## src/rtl/free_list.sv

```systemverilog
// Physical register free list: a circular queue of ids with a speculative
// allocation head, a committed head and an insertion tail; flush rewinds to commit.
module free_list #(
    parameter int N_PREG  = 64,
    parameter int N_AREG  = 32,
    parameter int N_ALLOC = 2,
    parameter int N_FREE  = 2,
    localparam int ID_W   = $clog2(N_PREG),
    localparam int DEPTH  = N_PREG - N_AREG,
    localparam int CNT_W  = $clog2(DEPTH + 1),
    localparam int CC_W   = $clog2(N_ALLOC + 1)
) (
    input  logic                           clk,
    input  logic                           resetn,
    input  logic [N_ALLOC-1:0]             alloc_req,
    output logic                           alloc_ready,
    output logic [N_ALLOC-1:0][ID_W-1:0]   alloc_id,
    input  logic [CC_W-1:0]                commit_cnt,
    input  logic [N_FREE-1:0]              free_valid,
    input  logic [N_FREE-1:0][ID_W-1:0]    free_id,
    input  logic                           flush,
    output logic [CNT_W-1:0]               count
);

    localparam int IDX_W = (DEPTH > 1) ? $clog2(DEPTH) : 1;
    localparam int PTR_W = IDX_W + 1;

    typedef logic [PTR_W-1:0] ptr_t;
    typedef logic [IDX_W-1:0] idx_t;
    typedef logic [ID_W-1:0]  id_t;

    generate
        if (DEPTH < 2 || (DEPTH & (DEPTH - 1)) != 0) begin : g_depth_check
            $error("free_list: N_PREG-N_AREG must be a power of two of at least 2");
        end
    endgenerate

    id_t            entry_q [DEPTH];
    id_t            entry_d [DEPTH];
    ptr_t           head_q, head_d;
    ptr_t           chead_q, chead_d;
    ptr_t           tail_q, tail_d;
    logic [CNT_W-1:0] count_q, count_d;

    ptr_t           n_req;
    logic           alloc_fire;

    assign count       = count_q;
    assign alloc_ready = (count_q >= CNT_W'(N_ALLOC)) && !flush;
    assign alloc_fire  = alloc_ready && (|alloc_req);

    // Requesting lanes are compacted; idle lanes show entry[head+i] so the
    // ids visible with no request pending read out in queue order.
    always_comb begin
        int   k;
        idx_t rd_idx;
        k        = 0;
        rd_idx   = '0;
        alloc_id = '0;
        for (int i = 0; i < N_ALLOC; i++) begin
            if (alloc_req[i]) begin
                rd_idx = head_q[IDX_W-1:0] + idx_t'(k);
                k++;
            end else begin
                rd_idx = head_q[IDX_W-1:0] + idx_t'(i);
            end
            alloc_id[i] = entry_q[rd_idx];
        end
    end

    always_comb begin
        n_req = '0;
        for (int i = 0; i < N_ALLOC; i++) begin
            if (alloc_req[i]) n_req = n_req + ptr_t'(1);
        end
    end

    always_comb begin
        int   k;
        idx_t wr_idx;
        entry_d = entry_q;
        k       = 0;
        wr_idx  = '0;
        for (int j = 0; j < N_FREE; j++) begin
            if (free_valid[j]) begin
                wr_idx          = tail_q[IDX_W-1:0] + idx_t'(k);
                entry_d[wr_idx] = free_id[j];
                k++;
            end
        end
        tail_d  = tail_q + ptr_t'(k);
        chead_d = chead_q + ptr_t'(commit_cnt);

        // Flush rewinds to the committed point including this cycle's commits.
        if (flush) begin
            head_d = chead_d;
        end else if (alloc_fire) begin
            head_d = head_q + n_req;
        end else begin
            head_d = head_q;
        end

        count_d = CNT_W'(tail_d - head_d);
    end

    always_ff @(posedge clk) begin
        if (!resetn) begin
            for (int k = 0; k < DEPTH; k++) begin
                entry_q[k] <= id_t'(N_AREG + k);
            end
            head_q  <= '0;
            chead_q <= '0;
            tail_q  <= ptr_t'(DEPTH);
            count_q <= CNT_W'(DEPTH);
        end else begin
            entry_q <= entry_d;
            head_q  <= head_d;
            chead_q <= chead_d;
            tail_q  <= tail_d;
            count_q <= count_d;
        end
    end

`ifndef SYNTHESIS
    ptr_t spec_cnt;
    ptr_t held_cnt;
    assign spec_cnt = head_q - chead_q;
    assign held_cnt = tail_d - chead_d;

    always @(posedge clk) begin
        if (resetn) begin
            assert (ptr_t'(commit_cnt) <= spec_cnt)
                else $error("free_list: commit_cnt %0d exceeds outstanding %0d", commit_cnt, spec_cnt);
            assert (held_cnt <= ptr_t'(DEPTH))
                else $error("free_list: release overfills queue (%0d held)", held_cnt);
        end
    end
`endif

endmodule

```

## config.mk

```make
export PLATFORM = sky130hd
export DESIGN_NAME = free_list
export DESIGN_NICKNAME = d
export VERILOG_FILES = /design/src/rtl/free_list.sv
export SDC_FILE = /design/constraint.sdc
export NUM_CORES = 1
export LEC_CHECK = 0
export BUFFER_PORTS_ARGS = -buffer_cell sky130_fd_sc_hd__buf_2
export CAP_MARGIN = 0
export CORE_MARGIN = 1.5
export CORE_UTILIZATION = 50
export DETAILED_ROUTE_END_ITERATION = 10
export PLACE_DENSITY = 0.71
export SYNTH_ARGS = -nofsm -noshare
export SYNTH_HDL_FRONTEND = slang
export SYNTH_SLANG_ARGS = --single-unit
export TNS_END_PERCENT = 50
```

## constraint.sdc

```tcl
create_clock -name clk -period 3.9 [get_ports clk]
set_input_delay 0.585 -clock clk [delete_from_list [all_inputs] [get_ports clk]]
set_output_delay 0.585 -clock clk [all_outputs]
set_load 0.005 [all_outputs]
```

# --- Word level (Yosys, flattened, before mapping) ---
# Cells that the tools add are included.
totals:
  input_bits: 21
  regBits: 216
classes:
  bitwise: 4
  order_cmp: 7
  reduce_logical: 6
  n_mux: 22
  add_sub_neg: 9
op_table:
  columns: ["cell", "n"]
  rows:
  - ["$bwmux W192", 2]
  - ["$mux W192", 2]
  - ["$bmux W6 S5", 2]
  - ["$demux W6 S5", 2]
  - ["$mux W6", 10]
  - ["$ge A6 B6 Y1 const B", 4]
  - ["$not A5 Y6", 4]
  - ["$add A6 B6 Y6", 2]
  - ["$lt A6 B1 Y1 const B", 2]
  - ["$add A5 B5 Y5", 2]
  - ["$add A6 B1 Y6 const B", 1]
  - ["$add A6 B2 Y6", 1]
  - ["$ge A6 B2 Y1 const B", 1]
  - ["$sub A6 B6 Y6", 1]
  - ["$add A5 B1 Y5 const B", 1]
  - ["$mux W5", 1]
  - ["$logic_and A1 B1 Y1", 4]
  - ["$mux W1", 3]
  - ["$add A1 B1 Y2 const B", 1]
  - ["$reduce_or A2 Y1", 1]
  - ["$logic_not A1 Y1", 1]

# --- Logic depth before layout (Yosys ltp) ---
# Gate-level depths: netlist of run 1.
logic_depth:
  ltp_word: 9
  depth_mapped: 16
  ltp_nobuf: 16

# --- Worst setup path after synthesis of run 1 ---
# Ideal clock, no wire load.
synth_timing:
  kind: "in2out"
  startpoint: "input alloc_req[0]"
  endpoint: "output alloc_id[10] in the netlist's numbering"
  stages: 10
  n_path_buf: 2
  required_time_ns: 3.315
  arrival_time_ns: 3.060
  setup_slack_ns: 0.255
  cell_sequence: "inv_1 > ha_1 > inv_1 > ha_1 > ha_1 > buf_1 > buf_1 > mux4_2 > mux4_2 > mux2_2"
synth_lines:
  columns: ["element", "line", "rtl"]
  rows:
  - ["from (decl)", "15", "input logic [N_ALLOC-1:0] alloc_req,"]
  - ["to (decl)", "17", "output logic [N_ALLOC-1:0][ID_W-1:0] alloc_id,"]

==> metrics.yaml, run 1 <==
avgViaCountPerCell: 6.92
start_kind: "input port"
clock_path_buffers: 3
pwr-share-clk: 0.386
ys_ff_latch: 216
worstSetupEndpointType: "primary output"
p_switching_uw: 1840
synth.area.top_cells: "dfxtp_1 31%, mux4_2 18%, mux2i_1 11%"
synthCells: 1353
dieArea_sq_um: 28700
drt_pass1_iterations: 8
port_buffers: 39
place_congestion: 1.03
clock_latency_ns: 0.53
p_int_uw: 4250
cp_top_family: "multiplexers"
setup_viol: 0
finalNetCount: 1367
syn-cell-area_sq_um: 13800
wl_per_cell_um: 27.2
cpPeakStageDelay_ns: 0.49
die_w_um: 169
drive_gt1_frac: 0.269
grt_max_degree: 58
status: "finished clean"
drv_cap: 0
async_flop_share: 0
track_usage: 0.322
drt_iter0_drc: 1752
power.density_nw_per_um2: 406
synth-seq-area-share: 0.313
final-max-slew-violation-count: 0
p_sw_frac: 0.302
synth_top_area_frac: 0.313
cp_data_arrival_time_ns: 3.20
synthDistinctLibCells: 50
htree_levels: 1
cts_made_buffers: 24
power_frac_comb: 0.219
path_class: "in -> out"
min_period_ns: 3.78
post_cts_resize_count: 0
slowest_stage: "ha_2"
cts_root_buffer: "clkbuf_16"
area_growth_pct: 8.67
antenna_found_initial: 1
fin_crit_sh: 0.970
placementRows: 60
syn_area_per_cell_sq_um: 10.2
globalRoute.totalOverflow: 0
required_ns: 3.31
coreArea_sq_um: 27000
finalHoldViolCount: 0
path_buf_inv: 5
worstPathCellList: "buf_2, inv_1, ha_1, inv_1, ha_4, ha_2, buf_4, mux4_2, mux4_2, mux2_2, buf_2"
final.setup.worst_slack_ns: 0.116
route.detailed.drc: 0
crit_fanout: 12
synth_nets: 1397
total_power_uw: 6100
start_util: 0.511
ys_warn_count: 0
p_leak_uw: 0.00537
peakVddDrop_v: 0.000330
hp-class: "in -> reg"
clock.fmax_mhz: 264
drt-total-wl_mm: 45.7
clock_sink_count: 216
tns_ns: 0
die_height_um: 169
synth_edf_count: 0
dp_slack_ns: 0.176
clock_skew_ns: 0.00872
synthFlopType: "dfxtp_1"
postRouteAntennaNets: 0
fill_cells: 2274
synth_area_leader_cell: "dfxtp_1"
boundaryPins: 40
path_clk_slew_ns: 0.07
seqPwrFrac: 0.394
first_global_vias: 11300
cts_tree: "done"
relSlewSlack: 0.345
rsz0062_at_grt: "false"
cts_setup_buffers: 0
cts_hold_buf: 0
vias: 11700
grt_pass1_wl_mm: 69.6
hpwlAfterDp_mm: 31.4
tightestPinTransition_ns: 0.983
## placed cells by master, fill, tap and decap left out, drive strengths merged, types with 2 or more instances in the layout
cell      count
mux2i       151
fa            4
buf          65
ha           19
bufinv        2
inv          20
xor2          7
nand2b        5
or2          12
nor3          3
nor2        134
xnor2        11
diode         2
a21oi        14
clkinvlp      4
clkinv        2
nor2b         4
nand3b        5
nand3        55
nand2       202
mux4        120
a21boi        2
o21ai        12
dfxtp       216
a21o          4
clkbuf       31
a311oi       36
o22a          3
nor3b         4
and2          9
a21bo         2
mux2        130
and3         15
a211oi       26
## layer usage
layer	up-vias	wire length, um	GRT usage
met3	221	5720	0.0858
met1	5637	16800	0.410
li1	4901	-	-
met4	0	2990	0.175
met2	893	20200	0.501
met5	-	0	0
## power by group through the flow
stage               registers [uW]  clock network, uW  logic, uW
floorplan                     2390                  0        937
global placement              2450                  0       1270
detailed placement            2450                  0       1300
CTS                           2400               2370       1310
global route                  2410               2460       1420
finish                        2400               2360       1340
## final cells by class
class / instances / area [sq um] / area share
clock inverters: 12 / 133 / 0.00883
clock buffers: 31 / 678 / 0.0451
well taps: 341 / 427 / 0.0284
repair buffers: 65 / 443 / 0.0295
flip-flops and latches: 216 / 4330 / 0.288
diodes: 2 / 5.00 / 0.000333
inverters: 16 / 60.1 / 0.00400
multi-input cells: 1000 / 8950 / 0.596
## registers in the layout, summed over array words and instances, names as in the netlist
signal   flops
chead_q      6
entry_q    192
head_q       6
tail_q       6
count        6
## stage by stage
stage | instance area (sq um) | hold slack (ns) | std cells | utilization
detailed placement | 14200 | 0.495 | 1638 | 0.526
floorplan | 13800 | 0.464 | 1353 | -
global placement | 14200 | 0.499 | 1638 | 0.526
CTS | 15000 | 0.311 | 1681 | 0.556
global route | 15000 | 0.327 | 1681 | 0.556
finish | 15000 | 0.319 | 1683 | 0.556
## path summary, 6_finish.rpt
kind	from	to	slack [ns]	depth (start not counted)
setup / recovery	alloc_req[0]	alloc_id[7]	0.12	11
hold / removal	resetn	entry_q[11]$_SDFF_PN1_	0.32	2
setup reg to reg	head_q[0]$_SDFF_PN0_	count[5]$_SDFF_PN1_	1.00	14
hold reg to reg	entry_q[172]$_SDFF_PN0_	entry_q[172]$_SDFF_PN0_	0.51	2
## kinds of logic after synthesis
family | Yosys count | synth area share
AO/OA/AOI/OAI | 105 | 0.0564
flip-flops | 216 | 0.313
buffers and inverters | 137 | 0.0426
adder cells (fa/ha/maj) | 23 | 0.0230
AND/OR/NAND/NOR | 453 | 0.141
multiplexers | 401 | 0.413
XOR/XNOR | 18 | 0.0114
## synth_stat cells (all sizes together), types with 14 or more instances
library cell	count
buf	33
mux2i	151
a21oi	14
clkbuf	88
mux4	120
and3	15
nor2	134
nand2	202
dfxtp	216
inv	16
a211oi	26
a311oi	36
ha	19
nand3	55
mux2	130
No activity file was read; power rests on OpenSTA's default activity.
==> inputs of run 2 (changes only) <==
Settings changed: CORE_ASPECT_RATIO set to 1.2.
==> run 2 against run 1 <==
Effect of this change: non-clock buffer count decreased by 2; total power is 0.70% lower; first-iteration DRC count shrank 32%; clock skew is essentially flat.
==> metrics.yaml, run 2 (same netlist as run 1, synthesis figures left out) <==
cp-startpoint: "alloc_req[0]"  # unchanged
finalHoldViolCount: 0  # unchanged
cpPeakStageDelay_ns: 0.56  # was 0.49 ns
relSlewSlack: 0.376  # was 0.345
clock_sink_count: 216  # unchanged
htree_levels: 1  # unchanged
cts_made_buffers: 23  # was 24
drt_pass1_iterations: 5  # was 8
largest-register: "entry_q"  # unchanged
reg2reg_from: "head_q[0]$_SDFF_PN0_"  # unchanged
multi_input_area_sq_um: 8960  # was 8950 sq um
grt_max_degree: 63  # was 58
worstSetupEndpointType: "primary output"  # unchanged
die_w_um: 155  # was 169 um
drive_gt1_frac: 0.267  # was 0.269
drt_iter0_drc: 1193  # was 1752
antenna_found_initial: 0  # was 1
path_buf_inv: 5  # unchanged
route.detailed.drc: 0  # unchanged
layout_commonest_cell: "dfxtp_1"  # unchanged
timing.hold.ws_ns: 0.418  # was 0.319 ns
port_buffers: 39  # unchanged
path_clk_slew_ns: 0.06  # was 0.07 ns
total_power_uw: 6050  # was 6100 uW
postRouteAntennaNets: 0  # unchanged
p_leak_uw: 0.00537  # about the same
first_global_vias: 10800  # was 11300
fill_cells: 2254  # was 2274
clock.fmax_mhz: 273  # was 264 MHz
final-max-slew-violation-count: 0  # unchanged
fin_crit_sh: 0.940  # was 0.970
track_usage: 0.307  # was 0.322
drv_cap: 0  # unchanged
grt_pass1_wl_mm: 66.5  # was 69.6 mm
drt-total-wl_mm: 43.8  # was 45.7 mm
final_cell_mix: "214 x dfxtp_1, 202 x nand2_1, 151 x mux2i_1"  # unchanged
crit_fanout: 24  # was 12
cp_data_arrival_time_ns: 3.08  # was 3.20 ns
placementRows: 66  # was 60
worstPathCellList: "buf_2, inv_1, ha_1, inv_1, ha_4, ha_2, buf_12, mux4_2, mux4_2, mux2_2, buf_2"  # was buf_2, inv_1, ha_1, inv_1, ha_4, ha_2, buf_4, mux4_2, mux4_2, mux2_2, buf_2
finalNetCount: 1364  # was 1367
clock_path_buffers: 3  # unchanged
post_cts_resize_count: 1  # was 0
min_from: "commit_cnt[0]"  # was resetn
setup_viol: 0  # unchanged
cts_root_buffer: "clkbuf_16"  # unchanged
start_util: 0.509  # was 0.511
status: "finished clean"  # unchanged
cts_tree: "done"  # unchanged
wl_per_cell_um: 26.1  # was 27.2 um
dp_slack_ns: -0.0237  # was 0.176 ns
cp_top_family: "multiplexers"  # unchanged
final.setup.worst_slack_ns: 0.233  # was 0.116 ns
dieArea_sq_um: 28700  # about the same
peakVddDrop_v: 0.000257  # was 0.000330 V
largest_reg_flops: 192  # unchanged
tightestPinTransition_ns: 0.936  # was 0.983 ns
num_antenna_cells: 0  # was 2
cts_hold_buf: 0  # unchanged
path_class: "in -> out"  # unchanged
min_period_ns: 3.67  # was 3.78 ns
rsz0062_at_grt: "false"  # unchanged
vias: 11300  # was 11700
coreArea_sq_um: 27200  # was 27000 sq um
place_congestion: 0.952  # was 1.03
seq_area_sq_um: 4330  # unchanged
required_ns: 3.31  # about the same
avgViaCountPerCell: 6.77  # was 6.92
area_growth_pct: 8.53  # was 8.67%
hpwlAfterDp_mm: 30.0  # was 31.4 mm
power.density_nw_per_um2: 404  # was 406 nW/um^2
hp-class: "in -> reg"  # unchanged
clock_latency_ns: 0.52  # was 0.53 ns
die_height_um: 185  # was 169 um
slowest_stage: "mux4_2"  # was ha_2
globalRoute.totalOverflow: 0  # unchanged
cts_setup_buffers: 0  # unchanged
start_kind: "input port"  # unchanged
boundaryPins: 40  # unchanged
clock_skew_ns: 0.00894  # was 0.00872 ns
## run 2: cell types whose count changed in the layout (fill, tap and decap cells not counted), moves of 2 or more
| cell | previous run | this run |
|---|---|---|
| inv_6 | 3 | 0 |
| clkinv_2 | 2 | 5 |
| clkbuf_8 | 3 | 5 |
| buf_4 | 23 | 20 |
| clkinvlp_4 | 4 | 2 |
| clkbuf_16 | 25 | 23 |
| diode_2 | 2 | 0 |
## run 2: path summary, 6_finish.rpt
check / slack [ns] / to / cells after the start
max: 0.23 / alloc_id[8] / 11
min: 0.42 / chead_q[0]$_SDFF_PN0_ / 3
max reg2reg: 0.63 / count[5]$_SDFF_PN1_ / 13
min reg2reg: 0.50 / entry_q[171]$_SDFF_PN0_ / 2
## run 2: cell type report
cell class	count	area share
Timing Repair Buffer	63	0.0294
Clock buffer	30	0.0435
Inverter	16	0.00400
Sequential cell	216	0.289
Tap cell	340	0.0284
Clock inverter	11	0.00909
Multi-Input combinational cell	1000	0.597
## run 2: routing by layer
layer,up-vias,global-route usage,part of all wire
met4,0,0.168,0.062
met1,5604,0.381,0.37
met3,160,0.0545,0.094
met5,-,0,0
li1,4892,-,-
met2,683,0.510,0.47
## run 2: worst reg2reg max path, cell delays in order, from the launching register on
cell and delay (ns):
dfxtp_4 0.39, buf_12 0.35, ha_1 0.24, inv_1 0.05, fa_1 0.48, a211oi_1 0.07
a21oi_1 0.33, ha_1 0.29, nor2b_1 0.14, o31a_1 0.26, o22ai_1 0.16, xor2_1 0.18
xnor2_1 0.13, nand2_1 0.06
## run 2: power by group
group	internal (uW)	switching (uW)	total, uW
Clock	1380	955	2330
Sequential	2290	87.1	2380
Combinational	589	752	1340
## run 2: per-stage QoR
step	cells	util	cell area, sq um	setup TNS (ns)
floorplan	1353	-	13800	0
global placement	1635	0.523	14200	0
detailed placement	1635	0.523	14200	-0.0488
CTS	1676	0.552	15000	0
global route	1676	0.552	15000	0
finish	1676	0.552	15000	0
